[src/rtl/ex_muldiv_unit.sv]
// EX-stage multi-cycle mult/div unit owning HI/LO; mult busy 1+MUL_LATENCY, div busy XLEN+2, div-by-zero busy 1.
// Holds the pipeline through combinational EX_MD_Busy; EX_Flush aborts any operation with no HI/LO update.
module ex_muldiv_unit #(
  parameter int XLEN        = 32,
  parameter int MUL_LATENCY = 4
) (
  input  logic            sysclk,
  input  logic            reset,
  input  logic            EX_Flush,
  input  logic [2:0]      EX_MulDivOp,
  input  logic [XLEN-1:0] EX_SrcA,
  input  logic [XLEN-1:0] EX_SrcB,
  output logic            EX_MD_Busy,
  output logic            EX_MD_Done,
  output logic            EX_MD_DivZero,
  output logic [XLEN-1:0] EX_HI,
  output logic [XLEN-1:0] EX_LO
);

  localparam int CW = $clog2((XLEN > MUL_LATENCY) ? XLEN : MUL_LATENCY + 1);
  localparam logic [CW-1:0] MUL_INIT = CW'(MUL_LATENCY - 1);
  localparam logic [CW-1:0] DIV_INIT = CW'(XLEN - 1);

  typedef enum logic [2:0] {
    S_IDLE = 3'd0,
    S_MUL  = 3'd1,
    S_DIV  = 3'd2,
    S_FIX  = 3'd3,
    S_DONE = 3'd4
  } state_t;

  state_t          r_state;
  state_t          w_state_nxt;
  logic [CW-1:0]   r_cnt;
  logic [XLEN-1:0] r_opa;
  logic [XLEN-1:0] r_opb;
  logic [XLEN-1:0] r_rem;
  logic            r_sgn;
  logic            r_neg_q;
  logic            r_neg_r;
  logic [XLEN-1:0] r_hi;
  logic [XLEN-1:0] r_lo;
  logic            r_done;
  logic            r_divzero;

  logic            w_op_mul;
  logic            w_op_div;
  logic            w_op_sgn;
  logic            w_op_mthi;
  logic            w_op_mtlo;
  logic            w_b_zero;
  logic [XLEN-1:0] w_abs_a;
  logic [XLEN-1:0] w_abs_b;

  assign w_op_mul  = (EX_MulDivOp == 3'b001) || (EX_MulDivOp == 3'b010);
  assign w_op_div  = (EX_MulDivOp == 3'b011) || (EX_MulDivOp == 3'b100);
  assign w_op_sgn  = (EX_MulDivOp == 3'b001) || (EX_MulDivOp == 3'b011);
  assign w_op_mthi = (EX_MulDivOp == 3'b101);
  assign w_op_mtlo = (EX_MulDivOp == 3'b110);
  assign w_b_zero  = (EX_SrcB == '0);
  assign w_abs_a   = (w_op_sgn && EX_SrcA[XLEN-1]) ? (~EX_SrcA + 1'b1) : EX_SrcA;
  assign w_abs_b   = (w_op_sgn && EX_SrcB[XLEN-1]) ? (~EX_SrcB + 1'b1) : EX_SrcB;

  // Sign-extend (or zero-extend for multu) so one unsigned 2*XLEN multiply covers both forms.
  logic [2*XLEN-1:0] w_mcand;
  logic [2*XLEN-1:0] w_mplier;
  logic [2*XLEN-1:0] w_prod;
  assign w_mcand  = {{XLEN{r_sgn & r_opa[XLEN-1]}}, r_opa};
  assign w_mplier = {{XLEN{r_sgn & r_opb[XLEN-1]}}, r_opb};
  assign w_prod   = w_mcand * w_mplier;

  // Restoring step: r_opa shifts the dividend out MSB-first while quotient bits shift in.
  logic [XLEN:0]   w_shift;
  logic [XLEN:0]   w_trial;
  logic [XLEN-1:0] w_fix_q;
  logic [XLEN-1:0] w_fix_r;
  assign w_shift = {r_rem, r_opa[XLEN-1]};
  assign w_trial = w_shift - {1'b0, r_opb};
  assign w_fix_q = r_neg_q ? (~r_opa + 1'b1) : r_opa;
  assign w_fix_r = r_neg_r ? (~r_rem + 1'b1) : r_rem;

  always_ff @(posedge sysclk or negedge reset) begin
    if (!reset) begin
      r_state <= S_IDLE;
    end else begin
      r_state <= w_state_nxt;
    end
  end

  always_comb begin
    w_state_nxt = r_state;
    case (r_state)
      S_IDLE: begin
        if (w_op_mul) begin
          w_state_nxt = S_MUL;
        end else if (w_op_div) begin
          w_state_nxt = w_b_zero ? S_DONE : S_DIV;
        end
      end
      S_MUL:   if (r_cnt == '0) w_state_nxt = S_DONE;
      S_DIV:   if (r_cnt == '0) w_state_nxt = S_FIX;
      S_FIX:   w_state_nxt = S_DONE;
      S_DONE:  w_state_nxt = S_IDLE;
      default: w_state_nxt = S_IDLE;
    endcase
    if (EX_Flush) begin
      w_state_nxt = S_IDLE;
    end
  end

  assign EX_MD_Busy = ((r_state == S_IDLE) && (w_op_mul || w_op_div) && !EX_Flush) ||
                      (r_state == S_MUL) || (r_state == S_DIV) || (r_state == S_FIX);

  always_ff @(posedge sysclk or negedge reset) begin
    if (!reset) begin
      r_cnt     <= '0;
      r_opa     <= '0;
      r_opb     <= '0;
      r_rem     <= '0;
      r_sgn     <= 1'b0;
      r_neg_q   <= 1'b0;
      r_neg_r   <= 1'b0;
      r_hi      <= '0;
      r_lo      <= '0;
      r_done    <= 1'b0;
      r_divzero <= 1'b0;
    end else begin
      r_done    <= (w_state_nxt == S_DONE);
      r_divzero <= (r_state == S_IDLE) && !EX_Flush && w_op_div && w_b_zero;
      if (!EX_Flush) begin
        case (r_state)
          S_IDLE: begin
            if (w_op_mthi) r_hi <= EX_SrcA;
            if (w_op_mtlo) r_lo <= EX_SrcA;
            if (w_op_mul) begin
              r_opa <= EX_SrcA;
              r_opb <= EX_SrcB;
              r_sgn <= w_op_sgn;
              r_cnt <= MUL_INIT;
            end else if (w_op_div) begin
              if (w_b_zero) begin
                r_hi <= EX_SrcA;
                r_lo <= '1;
              end else begin
                r_opa   <= w_abs_a;
                r_opb   <= w_abs_b;
                r_rem   <= '0;
                r_neg_q <= w_op_sgn && (EX_SrcA[XLEN-1] ^ EX_SrcB[XLEN-1]);
                r_neg_r <= w_op_sgn && EX_SrcA[XLEN-1];
                r_cnt   <= DIV_INIT;
              end
            end
          end
          S_MUL: begin
            r_cnt <= r_cnt - 1'b1;
            if (r_cnt == '0) begin
              {r_hi, r_lo} <= w_prod;
            end
          end
          S_DIV: begin
            r_cnt <= r_cnt - 1'b1;
            r_opa <= {r_opa[XLEN-2:0], ~w_trial[XLEN]};
            r_rem <= w_trial[XLEN] ? w_shift[XLEN-1:0] : w_trial[XLEN-1:0];
          end
          S_FIX: begin
            r_hi <= w_fix_r;
            r_lo <= w_fix_q;
          end
          default: begin
          end
        endcase
      end
    end
  end

  assign EX_MD_Done    = r_done;
  assign EX_MD_DivZero = r_divzero;
  assign EX_HI         = r_hi;
  assign EX_LO         = r_lo;

endmodule

[config.mk]
export PLATFORM = sky130hd
export DESIGN_NAME = ex_muldiv_unit
export DESIGN_NICKNAME = d
export VERILOG_FILES = /design/src/rtl/ex_muldiv_unit.sv
export SDC_FILE = /design/constraint.sdc
export NUM_CORES = 2
export LEC_CHECK = 0
export BUFFER_PORTS_ARGS = -buffer_cell sky130_fd_sc_hd__buf_2
export CAP_MARGIN = 5
export CORE_MARGIN = 4
export CORE_UTILIZATION = 30
export DETAILED_ROUTE_END_ITERATION = 6
export PLACE_DENSITY_LB_ADDON = 0.3
export SLEW_MARGIN = 20
export SYNTH_ARGS = -nofsm -noshare
export SYNTH_HDL_FRONTEND = slang
export SYNTH_SLANG_ARGS = --single-unit
[constraint.sdc]
create_clock -name sysclk -period 18.1 [get_ports sysclk]
set_input_delay 3.62 -clock sysclk [delete_from_list [all_inputs] [get_ports sysclk]]
set_output_delay 3.62 -clock sysclk [all_outputs]
set_load 0.03 [all_outputs]
After elaboration in Yosys (flattened, before gate mapping):

Cells that the tools add are included.

* flip-flop bits (word level): 173
* output and inout port bits: 67
* logic and storage cells: 117

* $add $sub $neg: 6
* $mul: 1
* eq/ne operators: 17
* muxes and demuxes: 39
* bitwise gates (word level): 11
* reduce and logical (&&, ||, !) cells: 31

Operators by type and width (number)
* two-way mux 32 bit: 24
* case mux 32 bit (3 select lines): 2
* adder 32 x 1 -> 32 bit, second input constant: 4
* NOT 32 bit: 4
* case mux 32 bit (2 select lines): 2
* multiplier 33 x 33 -> 64 bit: 1
* subtractor 33 x 32 -> 33 bit: 1
* logical NOT 32 bit: 1
* two-way mux 3 bit: 6
* two-way mux 5 bit: 3
* == test 3 x 2 -> 1 bit, second input constant: 4
* == test 3 bit, second input constant: 4
* case mux 3 bit (4 select lines): 1
* AND reduction 4 bit: 3
* != test 2 bit, second input constant: 5
* case mux 5 bit (2 select lines): 1
* AND reduction 5 bit: 2
* logical AND 1 bit: 8
* logical OR 1 bit: 7
* == test 3 x 1 -> 1 bit, second input constant: 2
* != test 3 bit, second input constant: 2
* AND reduction 3 bit: 2
* nonzero test 2 bit: 3
* logical NOT 5 bit: 1
* 8 further kinds: 12

Longest topological paths before layout:

* word-level depth: 8
* depth in mapped cells: 31
* gate-level depth less buffers: 28

Least setup slack after synthesis:

OpenSTA, ideal clock, no wires.

* path kind: input-to-output
* start point: input port EX_Flush
* end point: output port EX_MD_Busy
* data arrival time: 4792 ps
* required time: 14480 ps
* setup slack: 9688 ps
* stages on the path: 5
* buffers on the path: 2
* path through: nor2_1 > nand3_1 > clkbuf_1 > buf_1 > o211ai_1

* word-level cells in the longest chain between the ends: 5

RTL lines
* start, declared: line 9 `input logic EX_Flush,`
* logical NOT 1 bit
* logical AND 1 bit: line 111 `assign EX_MD_Busy = ((r_state == S_IDLE) && (w_op_mul || w_op_div) && !EX_Flush) ||`
* logical OR 1 bit: line 111
* logical OR 1 bit (2 in a row): line 112 `(r_state == S_MUL) || (r_state == S_DIV) || (r_state == S_FIX);`
* end, declared: line 13 `output logic EX_MD_Busy,`

No other way between the ends.

Final worst setup path:

* start point: register r_sgn
* end point: register r_hi[30] (netlist: EX_HI[30])

* word-level cells in the longest chain between the ends: 4
* elaborated cells on any way between the ends: 5
* classes of those cells: 1 x mul; 2 x mux; 2 x bitwise

RTL lines
* start, declared: line 38 `logic r_sgn;`
* start signal, assigned: line 138 `r_sgn <= w_op_sgn;`
* AND 1 bit, on equally long branches: line 68, 69
* multiplier 33 x 33 -> 64 bit (*): line 70 `assign w_prod = w_mcand * w_mplier;`
* two-way mux 32 bit (*): line 156 `if (r_cnt == '0) begin`
* case mux 32 bit (3 select lines) (*): line 131 `case (r_state)`
* end signal, assigned: line 133 `if (w_op_mthi) r_hi <= EX_SrcA;`
* end signal, assigned: line 157 `{r_hi, r_lo} <= w_prod;`
* end signal, assigned: line 166 `r_hi <= w_fix_r;`
* end, declared: line 41 `logic [XLEN-1:0] r_hi;`

Mark *: on every way between the ends. The rest lies on a longest branch, timed or not. The select of a mux whose other input is x is not followed.
A chain may end at the register's enable or synchronous reset.

==> flow_summary.toml <==
[run_status]
status = "finished, violations left"
violations = "DRC"

[global_routing]
grt_overflow = 0
antenna_found_initial = 12
grt_use_total_pct = 20.09
first_global_vias = 42329
grt_max_degree = 108
grt_pass1_wl_um = 266300

[sta]
period_minus_slack_ns = 9.678
finalCritPeriodShare_pct = 53.47
tightest_slew_ns = 1.079
setup_viol = 0
hold_violations = 0
slew_headroom_pct = 26.19
fin_worst_skew_ns = 0.01475
rsz0062_at_grt = "false"
slew_viol_final = 0
tns_ns = 0
max_freq_mhz = 103.3

[detailed_routing]
wl_per_cell_um = 21.95
drc = 2
wirelength_um = 173100
dr.pass1.iters = 7
drt_iter0_drc = 3294
routed_via_density = 5.036
num_vias = 39716
ant_nets = 0

[clock_network]
cts.clk_slew.worst_paths_ns = 0.08
cts-root-buf = "clkbuf_16"
holdBufCountCts = 0
ctsHtreeMaxLevel = 4
cts_tree = "done"
clock_path_buffers = 2
cts.sink_count = 173
cts_resized = 0
postCtsSetupRepairBufs = 0
clk_latency_ns = 0.47
cts_buffers = 17

[setup_path]
cp.required_ns = 18.42
timing.rr.end = "EX_HI[30]"
reg2reg_from = "r_sgn"
cp_slowest_cell = "fa_1"
cp_common_cell = "fa_1"
critPathCaptureType = "register"
slowest_delay_ns = 0.88
critPathMaxFanout = 22
cp-start-kind = "register"
reg2reg_slack_ns = 8.42
arrival_ns = 10.00
path_class = "reg -> reg"
reg2reg_depth = 27

[logic_synthesis]
synth_area_um2 = 50420
synthTopCellsByArea = "fa_1, inv_1, dfrtp_1"
syn_inst = 5769
ys_types = 79
async_reset_ff_share_pct = 100.0
yosysSeqAreaShare_pct = 8.586
synth_area_leader_cell = "fa_1"
synth.top_cell.area_share_pct = 44.71
syn-num-nets = 7216
synth_edf_count = 0
synth_common_cells = "inv_1, fa_1, nand2_1"
ys_ff_latch = 173
ys.flop_type = "dfrtp_1"
avgSynthCellArea_um2 = 8.740
synth.most_common_cell = "inv_1"
yosysWarningCount = 0

[flow_run]
maxCapViolations = 0

[place]
hpwl_um = 133800
gp_congestion = 0.9367
io_buffers = 136

[floorplanning]
initial_core_util_pct = 30.19
core_um2 = 167000
ioPinCount = 137
die_x_um = 418.0
die_y_um = 418.0
die_area_um2 = 174700
fp-row-count = 150

[cells_and_area]
nets = 7114
fill_cells = 17657
final_layout_size_suffix_gt1_share_pct = 5.493
area_delta_synth_final_pct = 6.953

[hold_path]
hold_path.class = "reg -> reg"
worst_hold_path.num_cells = 2
min_to = "EX_HI[13]"
hold_start = "EX_HI[13]"
routing by layer:
metal	vias to the layer above	track usage (%)	part of all wire (%)
met4	2	6.165	3.8
met1	20714	26.99	42
met3	270	3.902	8.2
met5	-	0.6946	0.098
met2	1480	32.74	46
li1	17250	-	-
cells by family after synthesis:
family | share of synthesized area, %
multiplexers | 1.201
AO/OA/AOI/OAI | 9.062
buffers and inverters | 11.41
XOR/XNOR | 3.613
AND/OR/NAND/NOR | 15.19
flip-flops | 8.586
adder cells (fa/ha/maj) | 50.93
critical path: cells and delay by family, from the launching register on:
family                     cells  cell delay, ns
AOI/OAI and AO/OA              5            1.22
buffers and inverters          7            1.07
adders and majority gates      9            4.66
DFF                            1            0.86
and+or+nand+nor                5            1.51
xor gates and xnor gates       1            0.18
cell usage in the layout, fill, tap and decap left out, types with 7 or more instances in the layout:
cell / instances
o22ai_1: 33
ha_1: 251
nor2_1: 218
a22oi_1: 8
o31ai_1: 32
nand3_1: 24
o221ai_1: 9
fa_1: 1125
xnor2_1: 128
nand2b_1: 17
dfrtp_1: 164
buf_4: 87
mux2i_1: 56
or4_1: 19
o41ai_1: 17
buf_2: 135
inv_1: 1184
dfrtp_2: 9
o211ai_1: 7
clkbuf_16: 17
or2_2: 17
and2_1: 304
a211oi_1: 18
o21bai_1: 22
xor2_1: 80
a21oi_1: 221
nand2_1: 927
nor3_1: 23
a31oi_1: 19
nor2b_1: 15
o21ai_0: 211
nor4_1: 10
a21o_1: 60
a221oi_1: 9
or3_1: 21
nand4_1: 17
and3_1: 37
final cells by class:
cell class | instances | area (um^2) | area share [%]
multi-input combinational | 4067 | 40410 | 74.93
inverter | 1185 | 4448 | 8.248
sequential | 173 | 4340 | 8.049
tap | 2204 | 2758 | 5.114
timing repair buffer | 223 | 1343 | 2.490
clock buffer | 17 | 425.4 | 0.7888
clock inverter | 15 | 198.9 | 0.3689
antenna | 2 | 5.005 | 0.009281
worst max-delay path by stage:
stage               cells past startpoint      from    endpoint
floorplan                               5  EX_Flush  EX_MD_Busy
global placement                       26     r_sgn   EX_HI[30]
detailed placement                     26     r_sgn   EX_HI[30]
CTS                                    27     r_sgn   EX_HI[30]
global route                           27     r_sgn   EX_HI[30]
finish                                 27     r_sgn   EX_HI[30]
state kept, by name (all words and copies together) (netlist names):
| signal | count |
|---|---|
| r_rem | 32 |
| r_neg_q | 1 |
| EX_HI | 32 |
| r_opa | 32 |
| r_opb | 32 |
| r_state | 3 |
| EX_MD_Done | 1 |
| r_cnt | 5 |
| r_sgn | 1 |
| EX_LO | 32 |
| EX_MD_DivZero | 1 |
| r_neg_r | 1 |
metrics by stage:
stage | instance area (um^2) | instances | worst slack, ns | hold slack, ns | utilization [%]
floorplan | 50420 | 5769 | 9.688 | 0.4728 | -
finish | 53930 | 7886 | 8.422 | 0.4979 | 32.29
global placement | 53300 | 7852 | 8.759 | 0.4640 | 31.91
global route | 53930 | 7885 | 7.783 | 0.5339 | 32.28
detailed placement | 53300 | 7852 | 8.515 | 0.4719 | 31.91
CTS | 53920 | 7884 | 8.466 | 0.4877 | 32.28
Power is left out: the tool's default activity adds up to more than one toggle a clock period on the data nets, which glitch-free logic cannot reach.
